===== src/rtl/i2s_rx_pkg.sv =====
// Shared types and constants for the I2S receive path.
// The sample struct describes one FIFO entry: channel flag plus audio word.
package i2s_rx_pkg;

  localparam int SAMPLE_WIDTH = 16;

  typedef enum logic [1:0] {
    IDLE = 2'd0,
    SYNC = 2'd1,
    RUN  = 2'd2
  } rx_state_e;

  typedef struct packed {
    logic                    ch;
    logic [SAMPLE_WIDTH-1:0] data;
  } i2s_sample_t;

  localparam logic CH_LEFT  = 1'b0;
  localparam logic CH_RIGHT = 1'b1;

endpackage


===== src/rtl/i2s_rx_fifo.sv =====
// Generic synchronous FIFO with power-of-2 depth.
// Pointers carry one extra MSB so that level = wr_ptr - rd_ptr is exact.
module i2s_rx_fifo #(
  parameter int DATA_WIDTH = 17,
  parameter int DEPTH      = 4,
  localparam int AW        = $clog2(DEPTH)
) (
  input  logic                  clk,
  input  logic                  rst,
  input  logic                  push,
  input  logic [DATA_WIDTH-1:0] push_data,
  input  logic                  pop,
  output logic [DATA_WIDTH-1:0] head,
  output logic [AW:0]           level,
  output logic                  full,
  output logic                  empty
);

  logic [DATA_WIDTH-1:0] mem [DEPTH];
  logic [AW:0]           wr_ptr;
  logic [AW:0]           rd_ptr;
  logic                  do_push;
  logic                  do_pop;

  assign level   = wr_ptr - rd_ptr;
  assign empty   = (wr_ptr == rd_ptr);
  assign full    = (level == (AW+1)'(DEPTH));
  assign do_pop  = pop & ~empty;
  // a full FIFO still accepts a push when the head leaves in the same cycle
  assign do_push = push & (~full | do_pop);
  assign head    = mem[rd_ptr[AW-1:0]];

  always_ff @(posedge clk) begin
    if (rst) begin
      wr_ptr <= '0;
      rd_ptr <= '0;
      for (int i = 0; i < DEPTH; i++) begin
        mem[i] <= '0;
      end
    end else begin
      if (do_push) begin
        mem[wr_ptr[AW-1:0]] <= push_data;
        wr_ptr              <= wr_ptr + 1'b1;
      end
      if (do_pop) begin
        rd_ptr <= rd_ptr + 1'b1;
      end
    end
  end

endmodule


===== src/rtl/i2s_rx_deserializer.sv =====
// I2S target receiver: synchronizes pad signals, frames Philips-format words
// on WS transitions and queues {channel, word} entries for the consumer.
module i2s_rx_deserializer
  import i2s_rx_pkg::*;
#(
  parameter int WORD_WIDTH = 16,
  parameter int FIFO_DEPTH = 4,
  parameter int CNT_WIDTH  = $clog2(WORD_WIDTH + 1)
) (
  input  logic                          clk,
  input  logic                          rst,
  input  logic                          enable_i,
  input  logic                          sck_i,
  input  logic                          ws_i,
  input  logic                          sd_i,
  output logic [WORD_WIDTH-1:0]         sample_o,
  output logic                          sample_ch_o,
  output logic                          sample_valid_o,
  input  logic                          sample_ready_i,
  output logic [$clog2(FIFO_DEPTH):0]   fifo_level_o,
  output logic                          overflow_o,
  input  logic                          clear_ovf_i
);

  logic                  sck_s1, sck_s2, sck_s3;
  logic                  ws_s1, ws_s2;
  logic                  sd_s1, sd_s2;
  logic                  sck_rise;
  rx_state_e             state;
  logic                  ws_prev;
  logic [WORD_WIDTH-1:0] shift_reg;
  logic [WORD_WIDTH-1:0] shift_next;
  logic [CNT_WIDTH-1:0]  bit_cnt;
  logic                  word_done;
  logic                  push;
  logic                  pop;
  logic                  full;
  logic                  empty;
  logic [WORD_WIDTH:0]   head;

  always_ff @(posedge clk) begin
    if (rst) begin
      {sck_s1, sck_s2, sck_s3} <= 3'b000;
      {ws_s1, ws_s2}           <= 2'b00;
      {sd_s1, sd_s2}           <= 2'b00;
    end else begin
      sck_s1 <= sck_i;
      sck_s2 <= sck_s1;
      sck_s3 <= sck_s2;
      ws_s1  <= ws_i;
      ws_s2  <= ws_s1;
      sd_s1  <= sd_i;
      sd_s2  <= sd_s1;
    end
  end

  assign sck_rise  = sck_s2 & ~sck_s3;
  assign word_done = sck_rise & (ws_s2 != ws_prev);
  assign push      = (state == RUN) & enable_i & word_done;
  assign pop       = sample_valid_o & sample_ready_i;

  // Bits past WORD_WIDTH fall off; short words stay left-justified.
  always_comb begin
    shift_next = shift_reg;
    if (bit_cnt < CNT_WIDTH'(WORD_WIDTH)) begin
      shift_next = shift_reg | (WORD_WIDTH'(sd_s2) << (WORD_WIDTH - 1 - int'(bit_cnt)));
    end
  end

  always_ff @(posedge clk) begin
    if (rst) begin
      state     <= IDLE;
      ws_prev   <= CH_LEFT;
      shift_reg <= '0;
      bit_cnt   <= '0;
    end else if (!enable_i) begin
      state     <= IDLE;
      shift_reg <= '0;
      bit_cnt   <= '0;
    end else begin
      case (state)
        IDLE: begin
          state   <= SYNC;
          ws_prev <= ws_s2;
        end
        SYNC: begin
          if (sck_rise) begin
            ws_prev <= ws_s2;
            if (word_done) begin
              state <= RUN;
            end
          end
        end
        RUN: begin
          if (sck_rise) begin
            ws_prev <= ws_s2;
            if (word_done) begin
              shift_reg <= '0;
              bit_cnt   <= '0;
            end else begin
              shift_reg <= shift_next;
              if (bit_cnt != CNT_WIDTH'(WORD_WIDTH)) begin
                bit_cnt <= bit_cnt + 1'b1;
              end
            end
          end
        end
        default: state <= IDLE;
      endcase
    end
  end

  // a set in the same cycle as a clear takes priority
  always_ff @(posedge clk) begin
    if (rst) begin
      overflow_o <= 1'b0;
    end else if (push & full & ~pop) begin
      overflow_o <= 1'b1;
    end else if (clear_ovf_i) begin
      overflow_o <= 1'b0;
    end
  end

  i2s_rx_fifo #(
    .DATA_WIDTH (WORD_WIDTH + 1),
    .DEPTH      (FIFO_DEPTH)
  ) u_fifo (
    .clk       (clk),
    .rst       (rst),
    .push      (push),
    .push_data ({ws_prev, shift_next}),
    .pop       (pop),
    .head      (head),
    .level     (fifo_level_o),
    .full      (full),
    .empty     (empty)
  );

  assign sample_valid_o = ~empty;
  assign sample_o       = head[WORD_WIDTH-1:0];
  assign sample_ch_o    = head[WORD_WIDTH];

endmodule


===== config.mk =====
export PLATFORM = sky130hd
export DESIGN_NAME = i2s_rx_deserializer
export DESIGN_NICKNAME = d
export VERILOG_FILES = /design/src/rtl/i2s_rx_pkg.sv /design/src/rtl/i2s_rx_fifo.sv /design/src/rtl/i2s_rx_deserializer.sv
export SDC_FILE = /design/constraint.sdc
export NUM_CORES = 1
export LEC_CHECK = 0
export ABC_AREA = 0
export BUFFER_PORTS_ARGS = -buffer_cell sky130_fd_sc_hd__buf_2
export CORE_MARGIN = 4
export CORE_UTILIZATION = 40
export CTS_CLUSTER_DIAMETER = 50
export DETAILED_ROUTE_END_ITERATION = 16
export GPL_TIMING_DRIVEN = 0
export PLACE_DENSITY = 0.59
export SYNTH_ARGS = -nofsm -noshare
export SYNTH_HDL_FRONTEND = slang
export SYNTH_SLANG_ARGS = --single-unit

===== constraint.sdc =====
create_clock -name clk -period 5.35 [get_ports clk]
set_input_delay 1.605 -clock clk [delete_from_list [all_inputs] [get_ports clk]]
set_output_delay 1.605 -clock clk [all_outputs]
set_load 0.005 [all_outputs]

# --- Yosys cells after proc, flatten, opt, wreduce, memory -nomap -nowiden ---
# Memories as Yosys holds them, arrays and structs flattened. A register that Yosys moved wholly into a read port is not among the register bits.
# Cells that the tools add are included.
classes:
  n_bitwise: 17
  n_eq_ne: 9
  muxes: 21
  order_cmp: 1
  n_addsub: 5
  n_reduce_logical: 11
  shifts: 1
ops:
  columns: ["cell", "n"]
  rows:
  - ["$mux W16", 2]
  - ["$shl A1 B32 Y16", 1]
  - ["$mux W17", 1]
  - ["$reduce_or A17 Y1", 1]
  - ["$or A16 B16 Y16", 1]
  - ["$mux W2", 5]
  - ["$mux W5", 2]
  - ["$and A1 B1 Y1", 9]
  - ["$mux W1", 9]
  - ["$reduce_and A3 Y1", 3]
  - ["$add A3 B1 Y3 const B", 2]
  - ["$not A1 Y1", 6]
  - ["$pmux W2 S3", 1]
  - ["$reduce_bool A2 Y1", 3]
  - ["$sub A4 B5 Y6 const A", 1]
  - ["$add A5 B1 Y5 const B", 1]
  - ["$lt A5 B5 Y1 const B", 1]
  - ["$ne A5 B5 Y1 const B", 1]
  - ["$ne A2 B2 Y1 const B", 2]
  - ["$reduce_or A2 Y1", 2]
  - ["$eq A3 B3 Y1", 1]
  - ["$eq A3 B3 Y1 const B", 1]
  - ["$sub A3 B3 Y3", 1]
  - ["$eq A2 B1 Y1 const B", 1]
  - ["other kinds (7)", 7]
word_totals:
  ramBits: 68
  output_inout_bits: 22
  wordCells: 80
  mem_count: 1
  in_bits: 8
  ff_bits: 38
mem_list:
  columns: ["memory", "depth", "width", "rd", "rd_ports_with_merged_regs", "wr", "line_no", "text"]
  rows:
  - ["u_fifo.mem", 4, 17, 1, 1, 4, "i2s_rx_fifo.sv:19", "logic [DATA_WIDTH-1:0] mem [DEPTH];"]

# --- Depth between registers and ports, before layout ---
depth:
  word_depth: 11
  ltp_mapped: 9
  depth_no_buf: 7

# --- Cells and area by module ---
# Synthesis repeated with hierarchy kept, for this count alone.
hier_totals:
  hier_cells: 385
  area_unflattened_um2: 5079.9
modules_own_cells:
  columns: ["module", "cells_per_inst", "seq_area_each_um2", "n_inst", "area_each_um2"]
  rows:
  - ["i2s_rx_fifo", 215, 2202.1, 1, 3515.9]
  - ["i2s_rx_deserializer", 170, 640.6, 1, 1564.0]

# --- Least setup slack after synthesis ---
# Ideal clock, no wire load.
synth_timing:
  kind: "in2reg"
  from: "in sample_ready_i"
  to: "mem u_fifo.mem[3][0] (enable)"
  t_arrival_ns: 3.949
  n_path_buf: 0
  t_required_ns: 4.910
  setup_ns: 0.440
  slack_ns: 0.961
  cell_stages: 3
  path_cell_list: "and3b_1 > a2bb2o_1 > o41ai_1"
synth_lines:
  columns: ["item", "line_no", "text"]
  rows:
  - ["start: declaration", "i2s_rx_deserializer.sv:19", "input logic sample_ready_i,"]
  - ["end: declaration", "i2s_rx_fifo.sv:19", null]

==> impl_metrics.yaml <==
die:
  initial_utilization_pct: 41.0
  rows: 39
  core_um2: 11500
  die_y_um: 116
  die_area_um2: 13500
  die_w_um: 116
  io_pins: 30
sta:
  relSlewSlack_pct: 40.9
  skew_ps: 12.6
  rsz0062_at_grt: "false"
  period_minus_slack_ps: 3810
  final-setup-viol-count: 0
  worst_pin_slew_ps: 877
  clock.fmax_mhz: 262
  whs_ps: 440
  slew_violations: 0
  finalHoldViolations: 0
  fin_crit_sh_pct: 71.2
clocking:
  cts_hold_buf: 0
  cts.sinks: 108
  clkTransAtPathRegs_ps: 70
  htreeDepth: 3
  cts_resized: 0
  cts_root_buf: "clkbuf_16"
  cts_buffers: 9
  cts_tree: "done"
  post-cts-setup-buffers: 0
  clk_latency_ps: 350
  cts_max_path_buffers: 2
routing:
  drc_errors: 0
  vias_per_cell: 5.18
  wl_per_cell_um: 16.6
  dr.pass1.iters: 4
  dr_wl_met3_um: 366
  vias: 2924
  drt_iter0_markers: 151
  m1WireLength_um: 4290
  wl_met2_um: 4630
  ant_nets: 0
  top_layer: "met4"
  wirelength_um: 9380
logic_synthesis:
  yosys_most_used_dff: "edfxtp_1"
  synth_nets: 394
  syn_avg_cell_area_um2: 12.5
  ys_ff_latch: 108
  ys_types: 48
  synth-seq-area-share_pct: 60.5
  async_flop_share_pct: 0
  yosys_warnings: 0
  syn_inst: 375
  synth_edf_count: 68
  mappedNetlistArea_um2: 4700
global_route:
  grt_use_total_pct: 15.0
  grt_max_degree: 18
  grt_overflow: 0
  antenna_found_initial: 0
  grt_pass1_vias: 2913
  grt_pass1_wl_um: 15400
placed_design:
  gp_congestion: 0.756
  port_buffers: 28
  dpl.cell_count: 548
  dp_hpwl_um: 6310
  dpl-instance-area_um2: 5040
min_path:
  hp-class: "flip-flop to flip-flop"
status:
  outcome: "complete, no violations"
setup_path:
  cp.required_ps: 3740
  worstPathArrival_ps: 2210
  crit_path_start_kind: "flip-flop"
  critical_path_class: "flip-flop to primary output"
  worstPathMaxFanout: 10
  endpoint_kind: "primary output"
cells_and_area:
  instances_no_fill: 564
  fillers: 1038
  finish.utilization_pct: 46.8
  multi_input_area_um2: 1730
  diodes: 0
  final_cell_area_um2: 5370
  syn_to_final_growth_pct: 14.2
  largest_register_ffs: 68
  final_layout_size_suffix_gt1_share_pct: 20.4
  ff_latch_area_um2: 2840
  nNetsFinal: 435
pwr:
  p_leak_nw: 1.84
  total_power_mw: 1.69
  ir_worst_vdd_uv: 154
  p_per_area_nw_per_um2: 315
run:
  maxCapViolCount: 0
==> synthesized netlist by cell type (2+ instances only) <==
cell | count | area (µm²)
nor2_1 | 95 | 357
edfxtp_1 | 68 | 2040
dfxtp_1 | 40 | 801
a21oi_1 | 21 | 105
mux4_2 | 17 | 383
nor3_1 | 16 | 80.1
nor2b_1 | 13 | 81.3
inv_1 | 11 | 41.3
ha_1 | 10 | 125
o21ai_0 | 9 | 45.0
nand3_1 | 8 | 40.0
nand2_1 | 7 | 26.3
buf_2 | 6 | 30.0
clkbuf_1 | 5 | 18.8
a31oi_1 | 4 | 25.0
and3b_1 | 3 | 26.3
buf_6 | 3 | 33.8
nand4_4 | 3 | 63.8
or3_1 | 3 | 18.8
xor2_1 | 3 | 26.3
mux2i_1 | 2 | 20.0
nor4bb_1 | 2 | 20.0
==> through the flow <==
| step | setup slack [ps] | TNS, ps |
|---|---|---|
| 4_1_cts | 1480 | 0 |
| 2_1_floorplan | 961 | 0 |
| 5_1_grt | 1380 | 0 |
| 3_3_place_gp | -500 | -8460 |
| 3_5_place_dp | 1500 | 0 |
| 6_report | 1540 | 0 |
==> critical path, cell delays in order (launching register included) <==
cell	delay [ps]
dfxtp_1	310
buf_1	410
clkbuf_1	580
mux4_2	410
buf_2	140
==> layer usage <==
layer | track usage, % | up-vias
met5 | 0 | -
met3 | 2.80 | 7
met4 | 5.80 | 0
met2 | 24.3 | 49
li1 | - | 1429
met1 | 20.1 | 1439
==> cell families (layout without fill, tap and decap cells) <==
| family | after synthesis | after routing | share of synthesized area [%] |
|---|---|---|---|
| xor+xnor | 5 | 5 | 1.44 |
| flops | 108 | 108 | 60.5 |
| compound gates | 44 | 44 | 6.36 |
| mux | 20 | 20 | 8.81 |
| fa+ha+maj | 11 | 11 | 3.09 |
| simple gates | 159 | 159 | 16.9 |
| buf+inv | 28 | 74 | 2.96 |
==> path summary, 6_finish.rpt <==
check | to | startpoint | cells after the start | slack [ps]
setup / recovery | sample_o[15] | flip-flop | 4 | 1540
hold / removal | ws_s2$_SDFF_PP0_ | ws_s1$_SDFF_PP0_ | 1 | 440
setup reg to reg | u_fifo.mem[0][8]$_SDFFCE_PN0P_ | u_fifo.wr_ptr[0]$_SDFFE_PP0P_ | 8 | 2040
hold reg to reg | ws_s2$_SDFF_PP0_ | ws_s1$_SDFF_PP0_ | 1 | 440
==> layout by cell type (no fill, tap or decap), types with 9 or more instances in the layout <==
cell / Yosys / routed
nor2_1: 95 / 95
edfxtp_1: 68 / 68
dfxtp_1: 40 / 40
buf_2: 6 / 34
a21oi_1: 21 / 21
mux4_2: 17 / 17
nor3_1: 16 / 16
nor2b_1: 13 / 13
inv_1: 11 / 11
ha_1: 10 / 10
o21ai_0: 9 / 9
clkbuf_16: 0 / 9
==> report_power, final <==
part / internal (mW) / switching, mW
clock network: 0.425 / 0.296
logic: 0.0216 / 0.0322
registers: 0.907 / 0.00761
total: 1.35 / 0.336
==> layout make-up <==
type,instances,share of cell area [%]
Clock inverter,5,1.52
Sequential cell,108,53.0
Multi-Input combinational cell,239,32.2
Clock buffer,11,4.52
Timing Repair Buffer,30,2.89
Inverter,12,0.840
Tap cell,143,3.33
Buffer,16,1.75
Note: power is estimated with default switching activity, not from simulation.
